`src/rtl/hazard_ctrl_pkg.sv`:
```
// Shared CPU definitions: instruction field positions, the HALT opcode and
// the hazard controller state encoding.
package cpu_pkg;

  localparam int OP_MSB = 15;
  localparam int OP_LSB = 12;
  localparam int RD_MSB = 11;
  localparam int RD_LSB = 8;
  localparam int RS_MSB = 7;
  localparam int RS_LSB = 4;
  localparam int RT_MSB = 3;
  localparam int RT_LSB = 0;

  localparam logic [3:0] HALT_OP = 4'hF;

  typedef enum logic [1:0] {
    RUN      = 2'd0,
    MEM_WAIT = 2'd1,
    DRAIN    = 2'd2,
    HALTED   = 2'd3
  } hctl_state_t;

endpackage

```
`src/rtl/hazard_ctrl_if.sv`:
```
// Interface bundling the decode-side inputs and pipeline-control outputs of
// hazard_ctrl. With HAZ_PERF_EN defined it also carries the two perf counters.
interface hazard_ctrl_if #(
  parameter int INST_W = 16,
  parameter int REG_W  = 4
);

  logic [INST_W-1:0] ifid_inst;
  logic              idex_memread;
  logic [REG_W-1:0]  idex_rd;
  logic              br_taken_ex;
  logic              imem_stall;
  logic              dmem_stall;
  logic              pc_write;
  logic              ifid_stall;
  logic              ifid_flush;
  logic              idex_flush;
  logic              be_freeze;
  logic              halted;
`ifdef HAZ_PERF_EN
  logic [15:0]       stall_cnt;
  logic [15:0]       flush_cnt;

  modport master (
    output ifid_inst, idex_memread, idex_rd, br_taken_ex, imem_stall, dmem_stall,
    input  pc_write, ifid_stall, ifid_flush, idex_flush, be_freeze, halted,
    input  stall_cnt, flush_cnt
  );

  modport slave (
    input  ifid_inst, idex_memread, idex_rd, br_taken_ex, imem_stall, dmem_stall,
    output pc_write, ifid_stall, ifid_flush, idex_flush, be_freeze, halted,
    output stall_cnt, flush_cnt
  );
`else
  modport master (
    output ifid_inst, idex_memread, idex_rd, br_taken_ex, imem_stall, dmem_stall,
    input  pc_write, ifid_stall, ifid_flush, idex_flush, be_freeze, halted
  );

  modport slave (
    input  ifid_inst, idex_memread, idex_rd, br_taken_ex, imem_stall, dmem_stall,
    output pc_write, ifid_stall, ifid_flush, idex_flush, be_freeze, halted
  );
`endif

endinterface

```
`src/rtl/hazard_ctrl_load_use.sv`:
```
// Load-use hazard detector: flags when the load in ID/EX writes a register
// that the instruction in IF/ID reads. r0 is hardwired zero, so it never
// creates a dependency.
module load_use_detect #(
  parameter int REG_W = 4
) (
  input  logic [REG_W-1:0] i_rs,
  input  logic [REG_W-1:0] i_rt,
  input  logic             i_memread,
  input  logic [REG_W-1:0] i_rd,
  output logic             o_hazard
);

  logic w_rd_nonzero;
  logic w_match;

  assign w_rd_nonzero = (i_rd != '0);
  assign w_match      = (i_rd == i_rs) || (i_rd == i_rt);
  assign o_hazard     = i_memread && w_rd_nonzero && w_match;

endmodule

```
`src/rtl/hazard_ctrl.sv`:
```
// Pipeline hazard controller for the 16-bit five-stage core.
// Drives stall/flush for IF/ID and ID/EX, the PC write enable and the
// back-end freeze from load-use, taken-branch, memory-wait and HALT sources.
// Optional feature macro: HAZ_PERF_EN (adds saturating stall/flush counters).
module hazard_ctrl
  import cpu_pkg::*;
#(
  parameter int         INST_W    = 16,
  parameter int         REG_W     = 4,
  parameter logic [3:0] HALT_OP   = cpu_pkg::HALT_OP,
  parameter int         DRAIN_CYC = 3
) (
  input  logic          clk,
  input  logic          rst,
  hazard_ctrl_if.slave  hif
);

  localparam int CNT_W = (DRAIN_CYC > 1) ? $clog2(DRAIN_CYC) : 1;

  hctl_state_t       r_state;
  hctl_state_t       w_next;
  logic [CNT_W-1:0]  r_drain_cnt;
  logic [CNT_W-1:0]  w_drain_nxt;

  logic w_load_use;
  logic w_is_halt;
  logic w_run_rules;
  logic w_br_flush;
  logic w_pc_write;
  logic w_ifid_stall;
  logic w_ifid_flush;
  logic w_idex_flush;
  logic w_be_freeze;
  logic w_halted;
  logic w_unused_rd;

  // rd of the IF/ID instruction plays no part in hazard detection
  assign w_unused_rd = ^hif.ifid_inst[RD_MSB:RD_LSB];

  assign w_is_halt = (hif.ifid_inst[OP_MSB:OP_LSB] == HALT_OP);

  load_use_detect #(
    .REG_W (REG_W)
  ) u_lud (
    .i_rs      (hif.ifid_inst[RS_LSB +: REG_W]),
    .i_rt      (hif.ifid_inst[RT_LSB +: REG_W]),
    .i_memread (hif.idex_memread),
    .i_rd      (hif.idex_rd),
    .o_hazard  (w_load_use)
  );

  // State and drain counter; reset returns immediately to an empty RUN state
  always_ff @(posedge clk or posedge rst) begin
    if (rst) begin
      r_state     <= RUN;
      r_drain_cnt <= '0;
    end else begin
      r_state     <= w_next;
      r_drain_cnt <= w_drain_nxt;
    end
  end

  // Next-state and control outputs; MEM_WAIT release reuses the RUN rules
  // in the same cycle, and rst overrides everything combinationally
  always_comb begin
    w_next       = r_state;
    w_drain_nxt  = r_drain_cnt;
    w_run_rules  = 1'b0;
    w_br_flush   = 1'b0;
    w_pc_write   = 1'b0;
    w_ifid_stall = 1'b0;
    w_ifid_flush = 1'b0;
    w_idex_flush = 1'b0;
    w_be_freeze  = 1'b0;
    w_halted     = 1'b0;

    case (r_state)
      RUN: begin
        w_run_rules = 1'b1;
      end
      MEM_WAIT: begin
        if (hif.dmem_stall) begin
          w_be_freeze  = 1'b1;
          w_ifid_stall = 1'b1;
        end else begin
          w_next      = RUN;
          w_run_rules = 1'b1;
        end
      end
      DRAIN: begin
        w_ifid_flush = 1'b1;
        if (hif.dmem_stall) begin
          w_be_freeze = 1'b1;
        end else if (hif.br_taken_ex) begin
          // HALT was fetched down a mispredicted path: resume execution
          w_idex_flush = 1'b1;
          w_pc_write   = 1'b1;
          w_br_flush   = 1'b1;
          w_drain_nxt  = '0;
          w_next       = RUN;
        end else if (r_drain_cnt == CNT_W'(DRAIN_CYC - 1)) begin
          w_next = HALTED;
        end else begin
          w_drain_nxt = r_drain_cnt + CNT_W'(1);
        end
      end
      HALTED: begin
        w_halted     = 1'b1;
        w_ifid_flush = 1'b1;
        w_idex_flush = 1'b1;
      end
      default: begin
        w_next = RUN;
      end
    endcase

    if (w_run_rules) begin
      if (hif.dmem_stall) begin
        w_next       = MEM_WAIT;
        w_be_freeze  = 1'b1;
        w_ifid_stall = 1'b1;
      end else if (hif.br_taken_ex) begin
        w_ifid_flush = 1'b1;
        w_idex_flush = 1'b1;
        w_pc_write   = 1'b1;
        w_br_flush   = 1'b1;
      end else if (w_load_use) begin
        // one bubble suffices: the load leaves ID/EX next cycle
        w_ifid_stall = 1'b1;
        w_idex_flush = 1'b1;
      end else if (hif.imem_stall) begin
        w_ifid_flush = 1'b1;
      end else if (w_is_halt) begin
        w_ifid_flush = 1'b1;
        w_next       = DRAIN;
        w_drain_nxt  = '0;
      end else begin
        w_pc_write = 1'b1;
      end
    end

    if (rst) begin
      w_next       = RUN;
      w_drain_nxt  = '0;
      w_br_flush   = 1'b0;
      w_pc_write   = 1'b0;
      w_ifid_stall = 1'b0;
      w_ifid_flush = 1'b1;
      w_idex_flush = 1'b1;
      w_be_freeze  = 1'b0;
      w_halted     = 1'b0;
    end
  end

  assign hif.pc_write   = w_pc_write;
  assign hif.ifid_stall = w_ifid_stall;
  assign hif.ifid_flush = w_ifid_flush;
  assign hif.idex_flush = w_idex_flush;
  assign hif.be_freeze  = w_be_freeze;
  assign hif.halted     = w_halted;

`ifdef HAZ_PERF_EN
  logic [15:0] r_stall_cnt;
  logic [15:0] r_flush_cnt;
  logic        w_stall_evt;

  assign w_stall_evt = ((r_state == RUN) || (r_state == MEM_WAIT)) && !w_pc_write;

  // Saturating counts of PC-stall cycles and branch-caused flushes
  always_ff @(posedge clk or posedge rst) begin
    if (rst) begin
      r_stall_cnt <= '0;
      r_flush_cnt <= '0;
    end else begin
      if (w_stall_evt && (r_stall_cnt != 16'hFFFF)) begin
        r_stall_cnt <= r_stall_cnt + 16'd1;
      end
      if (w_br_flush && (r_flush_cnt != 16'hFFFF)) begin
        r_flush_cnt <= r_flush_cnt + 16'd1;
      end
    end
  end

  assign hif.stall_cnt = r_stall_cnt;
  assign hif.flush_cnt = r_flush_cnt;
`endif

endmodule

```
`src/flat_wrapper.sv`:
```
// flat-port wrapper written by rule: the top's interface ports become plain ports
module hazard_ctrl_flat import cpu_pkg::*;
#(
  parameter int         INST_W    = 16,
  parameter int         REG_W     = 4,
  parameter logic [3:0] HALT_OP   = cpu_pkg::HALT_OP,
  parameter int         DRAIN_CYC = 3
)
  (clk, rst, hif_ifid_inst, hif_idex_memread, hif_idex_rd, hif_br_taken_ex, hif_imem_stall, hif_dmem_stall, hif_pc_write, hif_ifid_stall, hif_ifid_flush, hif_idex_flush, hif_be_freeze, hif_halted);
  hazard_ctrl_if #(.INST_W(INST_W), .REG_W(REG_W)) hif_i ();
  input  logic clk;
  input  logic rst;
  input wire logic [$bits(hif_i.ifid_inst)-1:0] hif_ifid_inst;
  input wire logic [$bits(hif_i.idex_memread)-1:0] hif_idex_memread;
  input wire logic [$bits(hif_i.idex_rd)-1:0] hif_idex_rd;
  input wire logic [$bits(hif_i.br_taken_ex)-1:0] hif_br_taken_ex;
  input wire logic [$bits(hif_i.imem_stall)-1:0] hif_imem_stall;
  input wire logic [$bits(hif_i.dmem_stall)-1:0] hif_dmem_stall;
  output wire logic [$bits(hif_i.pc_write)-1:0] hif_pc_write;
  output wire logic [$bits(hif_i.ifid_stall)-1:0] hif_ifid_stall;
  output wire logic [$bits(hif_i.ifid_flush)-1:0] hif_ifid_flush;
  output wire logic [$bits(hif_i.idex_flush)-1:0] hif_idex_flush;
  output wire logic [$bits(hif_i.be_freeze)-1:0] hif_be_freeze;
  output wire logic [$bits(hif_i.halted)-1:0] hif_halted;
  assign hif_i.ifid_inst = hif_ifid_inst;
  assign hif_i.idex_memread = hif_idex_memread;
  assign hif_i.idex_rd = hif_idex_rd;
  assign hif_i.br_taken_ex = hif_br_taken_ex;
  assign hif_i.imem_stall = hif_imem_stall;
  assign hif_i.dmem_stall = hif_dmem_stall;
  assign hif_pc_write = hif_i.pc_write;
  assign hif_ifid_stall = hif_i.ifid_stall;
  assign hif_ifid_flush = hif_i.ifid_flush;
  assign hif_idex_flush = hif_i.idex_flush;
  assign hif_be_freeze = hif_i.be_freeze;
  assign hif_halted = hif_i.halted;
  hazard_ctrl #(.INST_W(INST_W), .REG_W(REG_W), .HALT_OP(HALT_OP), .DRAIN_CYC(DRAIN_CYC)) u_core (.clk(clk), .rst(rst), .hif(hif_i));
endmodule
```
`config.mk`:
```
export PLATFORM = sky130hd
export DESIGN_NAME = hazard_ctrl_flat
export DESIGN_NICKNAME = d
export VERILOG_FILES = /design/src/rtl/hazard_ctrl_pkg.sv /design/src/rtl/hazard_ctrl_if.sv /design/src/rtl/hazard_ctrl_load_use.sv /design/src/rtl/hazard_ctrl.sv /design/src/flat_wrapper.sv
export SDC_FILE = /design/constraint.sdc
export NUM_CORES = 1
export LEC_CHECK = 0
export BUFFER_PORTS_ARGS = -buffer_cell sky130_fd_sc_hd__buf_4
export CORE_MARGIN = 8
export CORE_UTILIZATION = 30
export CTS_CLUSTER_DIAMETER = 80
export CTS_CLUSTER_SIZE = 16
export DETAILED_ROUTE_END_ITERATION = 12
export PLACE_DENSITY = 0.65
export SYNTH_ARGS = -nofsm -noshare
export SYNTH_HDL_FRONTEND = slang
export SYNTH_SLANG_ARGS = --single-unit
export TNS_END_PERCENT = 5
```
`constraint.sdc`:
```
create_clock -name clk -period 1.79 [get_ports clk]
set_clock_uncertainty 0.1 [all_clocks]
set_input_delay 0.2685 -clock clk [delete_from_list [all_inputs] [get_ports clk]]
set_output_delay 0.2685 -clock clk [all_outputs]
set_load 0.01 [all_outputs]
```
Word-level counts from Yosys, hierarchy flattened. Cells that the tools add are included. W data, S select, Z words.

Bits in latches: 0. Memory bits (writable): 0. Word-level logic and storage cells: 79. ROM bits: 0. Output and inout bits: 6. Memories kept: 0. Flip-flop bits (word level): 4.

Shift operators: 0. Bitwise operators: 0. Equality and inequality tests: 7. $lt $le $gt $ge: 0. $mul: 0. Add/subtract/negate cells: 1. Muxes and demuxes: 62. Divide/modulo/power cells: 0. Reduce and logical (&&, ||, !) cells: 7.

Operators with widths (count): $mux W2 (22); $mux W1 (37); $eq A4 B4 Y1 (2); $eq A2 B2 Y1 const B (3); $eq A4 B4 Y1 const B (1); $pmux W1 S2 (2); $pmux W2 S2 (1); $reduce_bool A4 Y1 (1); $reduce_or A2 Y1 (2); $add A2 B1 Y2 const B (1); $eq A2 B1 Y1 const B (1); $logic_and A1 B1 Y1 (2); $logic_not A2 Y1 (1); $logic_or A1 B1 Y1 (1).

Logic depth before layout (Yosys ltp).
Word-level depth: 12. Gate-level depth with buffers: 6. Depth with buffers taken out: 6.

Cells and area by module. A second synthesis with hierarchy kept.

Cells, all modules: 71. Area, all modules: 589.3 um2.

Modules (own cells, without submodules): hazard_ctrl (times used 1, area each 493.0 um2, seq. area each 100.1 um2, cells an instance 59); load_use_detect (times used 1, area each 96.3 um2, seq. area each 0.0 um2, cells an instance 12).

Worst setup path after synthesis. No wires, ideal clock.

Path kind: register to output. Start: register u_core.r_state[0]. End: output hif_ifid_flush. Cell stages (with the launch flop): 7. Slack: -0.096 ns. Arrival: 1.518 ns. Path through: dfrtp_1 > inv_1 > ha_1 > nor2_1 > nor2_1 > a2111oi_0 > o21ai_1.

Word-level cells in the longest chain between the ends: 10. Elaborated cells on any way between the ends: 14. Those cells by class: eq/ne (3); mux (9); reduce/logical (2).

Ends and longest elaborated chain: start, declared (line hazard_ctrl.sv:20) `hctl_state_t r_state;`; start signal, assigned (line hazard_ctrl.sv:58) `r_state <= w_next;`; $eq A2 B2 Y1 (line hazard_ctrl.sv:77) `case (r_state)`; $reduce_or A2 Y1 (no source line); $mux W1 (line hazard_ctrl.sv:77); $mux W1 (line hazard_ctrl.sv:133) `end else if (w_is_halt) begin`; $mux W1 (line hazard_ctrl.sv:131) `end else if (hif.imem_stall) begin`; $mux W1 (line hazard_ctrl.sv:127) `end else if (w_load_use) begin`; $mux W1 (line hazard_ctrl.sv:122) `end else if (hif.br_taken_ex) begin`; $mux W1 (line hazard_ctrl.sv:118) `if (hif.dmem_stall) begin`; $mux W1 * (line hazard_ctrl.sv:117) `if (w_run_rules) begin`; $mux W1 * (line hazard_ctrl.sv:142) `if (rst) begin`; end, declared (line flat_wrapper.sv:21) `output wire logic [$bits(hif_i.ifid_flush)-1:0] hif_ifid_flush;`.

Every way passes the cells marked *; elsewhere a longest branch is shown, timed or not.

Worst setup path after layout. Ends and elaborated chain as after synthesis.

==> summary.md <==
| Metric | Value |
|---|---|
| Synthesized Nets | `108` |
| I/O Buffers | `27` |
| Endpoint class of the critical path | `output port` |
| Status | `complete, but fails checks` |
| Total gr overflow | `0` |
| DIE AREA | `3825 sq um` |
| Max Root-Sink Buffers | `2` |
| Number of antenna violations at the first check in global routing | `0` |
| Initial core utilization | `0.3182` |
| Die width | `61.85 um` |
| Max-cap violations | `0` |
| First drt pass iteration count | `4` |
| Routed Antenna Nets | `0` |
| CTS HTree Levels | `1` |
| DP HPWL | `1581 um` |
| Failing checks | `setup timing` |
| Max IR drop VDD | `0.2632 mV` |
| N_diodes | `0` |
| # rows | `16` |
| Global-route wire length before repair | `3132 um` |
| Yosys Warn Count | `0` |
| CP Launch Type | `register` |
| WL per Instance | `14.34 um` |
| Post-Syn Area per Cell | `8.297 sq um` |
| GPL Wtd Cong | `0.7141` |
| DRC Markers | `0` |
| 1st-iter DRT viols | `20` |
| Worst slew pin tran | `315.6 ps` |
| Final wirelength | `2093 um` |
| Pwr/cell area | `389.6 nW/um^2` |
| Met3 wire length | `121 um` |
| Max frequency | `494.5 MHz` |
| Commonest non-fill, non-tap cell in the layout | `buf_4` |
| Required @ worst endpoint | `1420 ps` |
| CTS root buffer | `clkbuf_4` |
| Share of cells above drive strength 1 | `0.5462` |
| Unrepaired setup endpoints after global routing | `yes` |
| Via count | `732` |
| Fillers | `180` |
| Largest fanout on the critical path | `3` |
| Mapped Cells | `76` |
| R2R cell count | `6` |
| CTS tree | `built` |
| Mapped Area | `630.6 sq um` |
| Number of library cell types mapped by synthesis | `30` |
| Cell Count, Final, Fillers Out | `146` |
| Most frequent cells in the layout | `buf_4 (40), xor2_1 (8), nand2_1 (6)` |
| M1 WL | `837 um` |
| Relative slew slack | `0.7895` |
| Largest net degree at the start of global routing | `14` |
| Clock latency on the worst-skew pair | `230 ps` |
| Sequential fraction of the synthesis area | `0.1587` |
| Crit path arrival time | `1650 ps` |
| Final worst path period need | `2022 ps` |
| DP Cell Count | `140` |
| Final setup vio count | `4` |
| TritonCTS buffer count | `3` |
| Critical path buffers and inverters | `2` |
| Critical path depth | `7` |
| Hold Path Stages | `2` |
| Worst-path clk slew | `40 ps` |
| Top Ports | `32` |
| Total power | `435.3 uW` |
| Critical-path top delay cell | `dfrtp_2` |
| Worst path top cell family by delay | `compound AO/OA/AOI/OAI gates` |
| Final worst slack | `-232.4 ps` |
| Static Leakage | `0.0004633 uW` |
| Hold Fails Final Rpt | `0` |
| Core ar. | `1982 sq um` |
| CTS sink count | `4` |
| CP max stage delay | `410 ps` |
| Uppermost layer routed | `met3` |
| Die Ht | `61.85 um` |
| Vias in the first global route | `731` |
| Worst-path cell chain | `inv_4, ha_4, nor2_4, nor2_2, a2111oi_4, o21ai_1, buf_4` |
| Synthesis-stage register bit count | `4` |
| Final period util | `1.130` |
| Final core occ | `0.5638` |
| Vias/cell | `5.014` |
| Synth-to-layout area growth | `77.18%` |
| Setup TNS | `-822.6 ps` |
| Setup CP Type | `register to output port` |
| Met2 WL post-DR | `1133 um` |
| Pins over their slew limit | `0` |
| Hold WC Path Type | `input pin to register` |
| Nets | `153` |
| Tot GR Track Use | `0.1050` |
routing by layer:
layer	GRT usage	up-vias
met4	0.02922	0
met1	0.1121	348
met5	0	-
li1	-	366
met2	0.2009	18
met3	0.02058	0
final cells by class:
class | instances | area, sq um | share of cell area
timing repair buffer | 43 | 332.8 | 0.2979
tap | 27 | 33.78 | 0.03024
multi-input combinational | 64 | 605.6 | 0.5420
clock buffer | 3 | 22.52 | 0.02016
sequential | 4 | 101.3 | 0.09071
inverter | 5 | 21.27 | 0.01904
where the power goes:
group | internal [uW] | switching, uW
registers | 93.8 | 4.41
logic | 121 | 107
clock network | 74.8 | 34.6
total | 289 | 146
synth_stat cells:
library cell / n / share of area
a211oi_1: 6 / 0.071
o31ai_1: 1 / 0.012
a21boi_0: 1 / 0.012
o41a_2: 1 / 0.020
dfrtp_1: 4 / 0.16
o21ai_0: 4 / 0.032
a21oi_1: 2 / 0.016
and4_1: 1 / 0.014
o41ai_2: 1 / 0.026
o21ai_1: 1 / 0.0079
nor4_4: 2 / 0.067
nor2_1: 7 / 0.042
o21a_1: 1 / 0.012
nor2b_1: 3 / 0.030
clkbuf_1: 1 / 0.0059
nand2_1: 6 / 0.036
o211ai_1: 1 / 0.012
o211a_1: 1 / 0.016
o21ai_2: 1 / 0.014
a32o_1: 1 / 0.016
inv_1: 5 / 0.030
buf_2: 2 / 0.016
xor2_1: 8 / 0.11
o21bai_1: 1 / 0.012
nor3b_1: 3 / 0.036
nand2b_1: 2 / 0.020
o221ai_1: 1 / 0.014
a2111oi_0: 1 / 0.014
ha_1: 6 / 0.12
a31oi_1: 1 / 0.0099
through the flow:
| stage | instance area [sq um] | worst slack [ps] | hold slack (ps) |
|---|---|---|---|
| 5_1_grt | 1117 | -308.3 | 228.6 |
| 3_5_place_dp | 958.4 | -236.1 | 147.4 |
| 6_report | 1117 | -232.4 | 241.2 |
| 4_1_cts | 1051 | -275.2 | 206.3 |
| 3_3_place_gp | 958.4 | -99.61 | 142.8 |
| 2_1_floorplan | 638.1 | 27.72 | 168.9 |
sequential cells by signal, summed over array words and instances, names as in the netlist:
name and count:
u_core.r_state 2, u_core.r_drain_cnt 2
logic make-up after synthesis:
logic type      after synthesis  synth area share
buf+inv                       8           0.05159
fa+ha+maj                     6            0.1190
xor+xnor                      8            0.1111
flops                         4            0.1587
simple gates                 24            0.2441
compound gates               26            0.3155
repair_timing:
action / CTS / global route
resized for setup: 12 / 14
endpoints found under the setup margin: 5 / 7
pin swaps: 4 / 4
hold buffers: 1 / 0
buffers inserted: 1 / 1
endpoints found under the hold margin: 4 / 0
final timing paths:
kind | start | endpoint | slack [ps]
worst max-delay path | u_core.r_state[0] | hif_ifid_flush | -230
worst max register to register | u_core.r_state[0] | u_core.r_drain_cnt[1] | 100
worst min register to register | u_core.r_drain_cnt[0] | u_core.r_drain_cnt[0] | 510
min in group asynchronous | rst | u_core.r_drain_cnt[1] | 510
max in group asynchronous | rst | u_core.r_state[0] | 900
worst min-delay path | rst | u_core.r_drain_cnt[1] | 240
(Power assumes the default switching activity.)
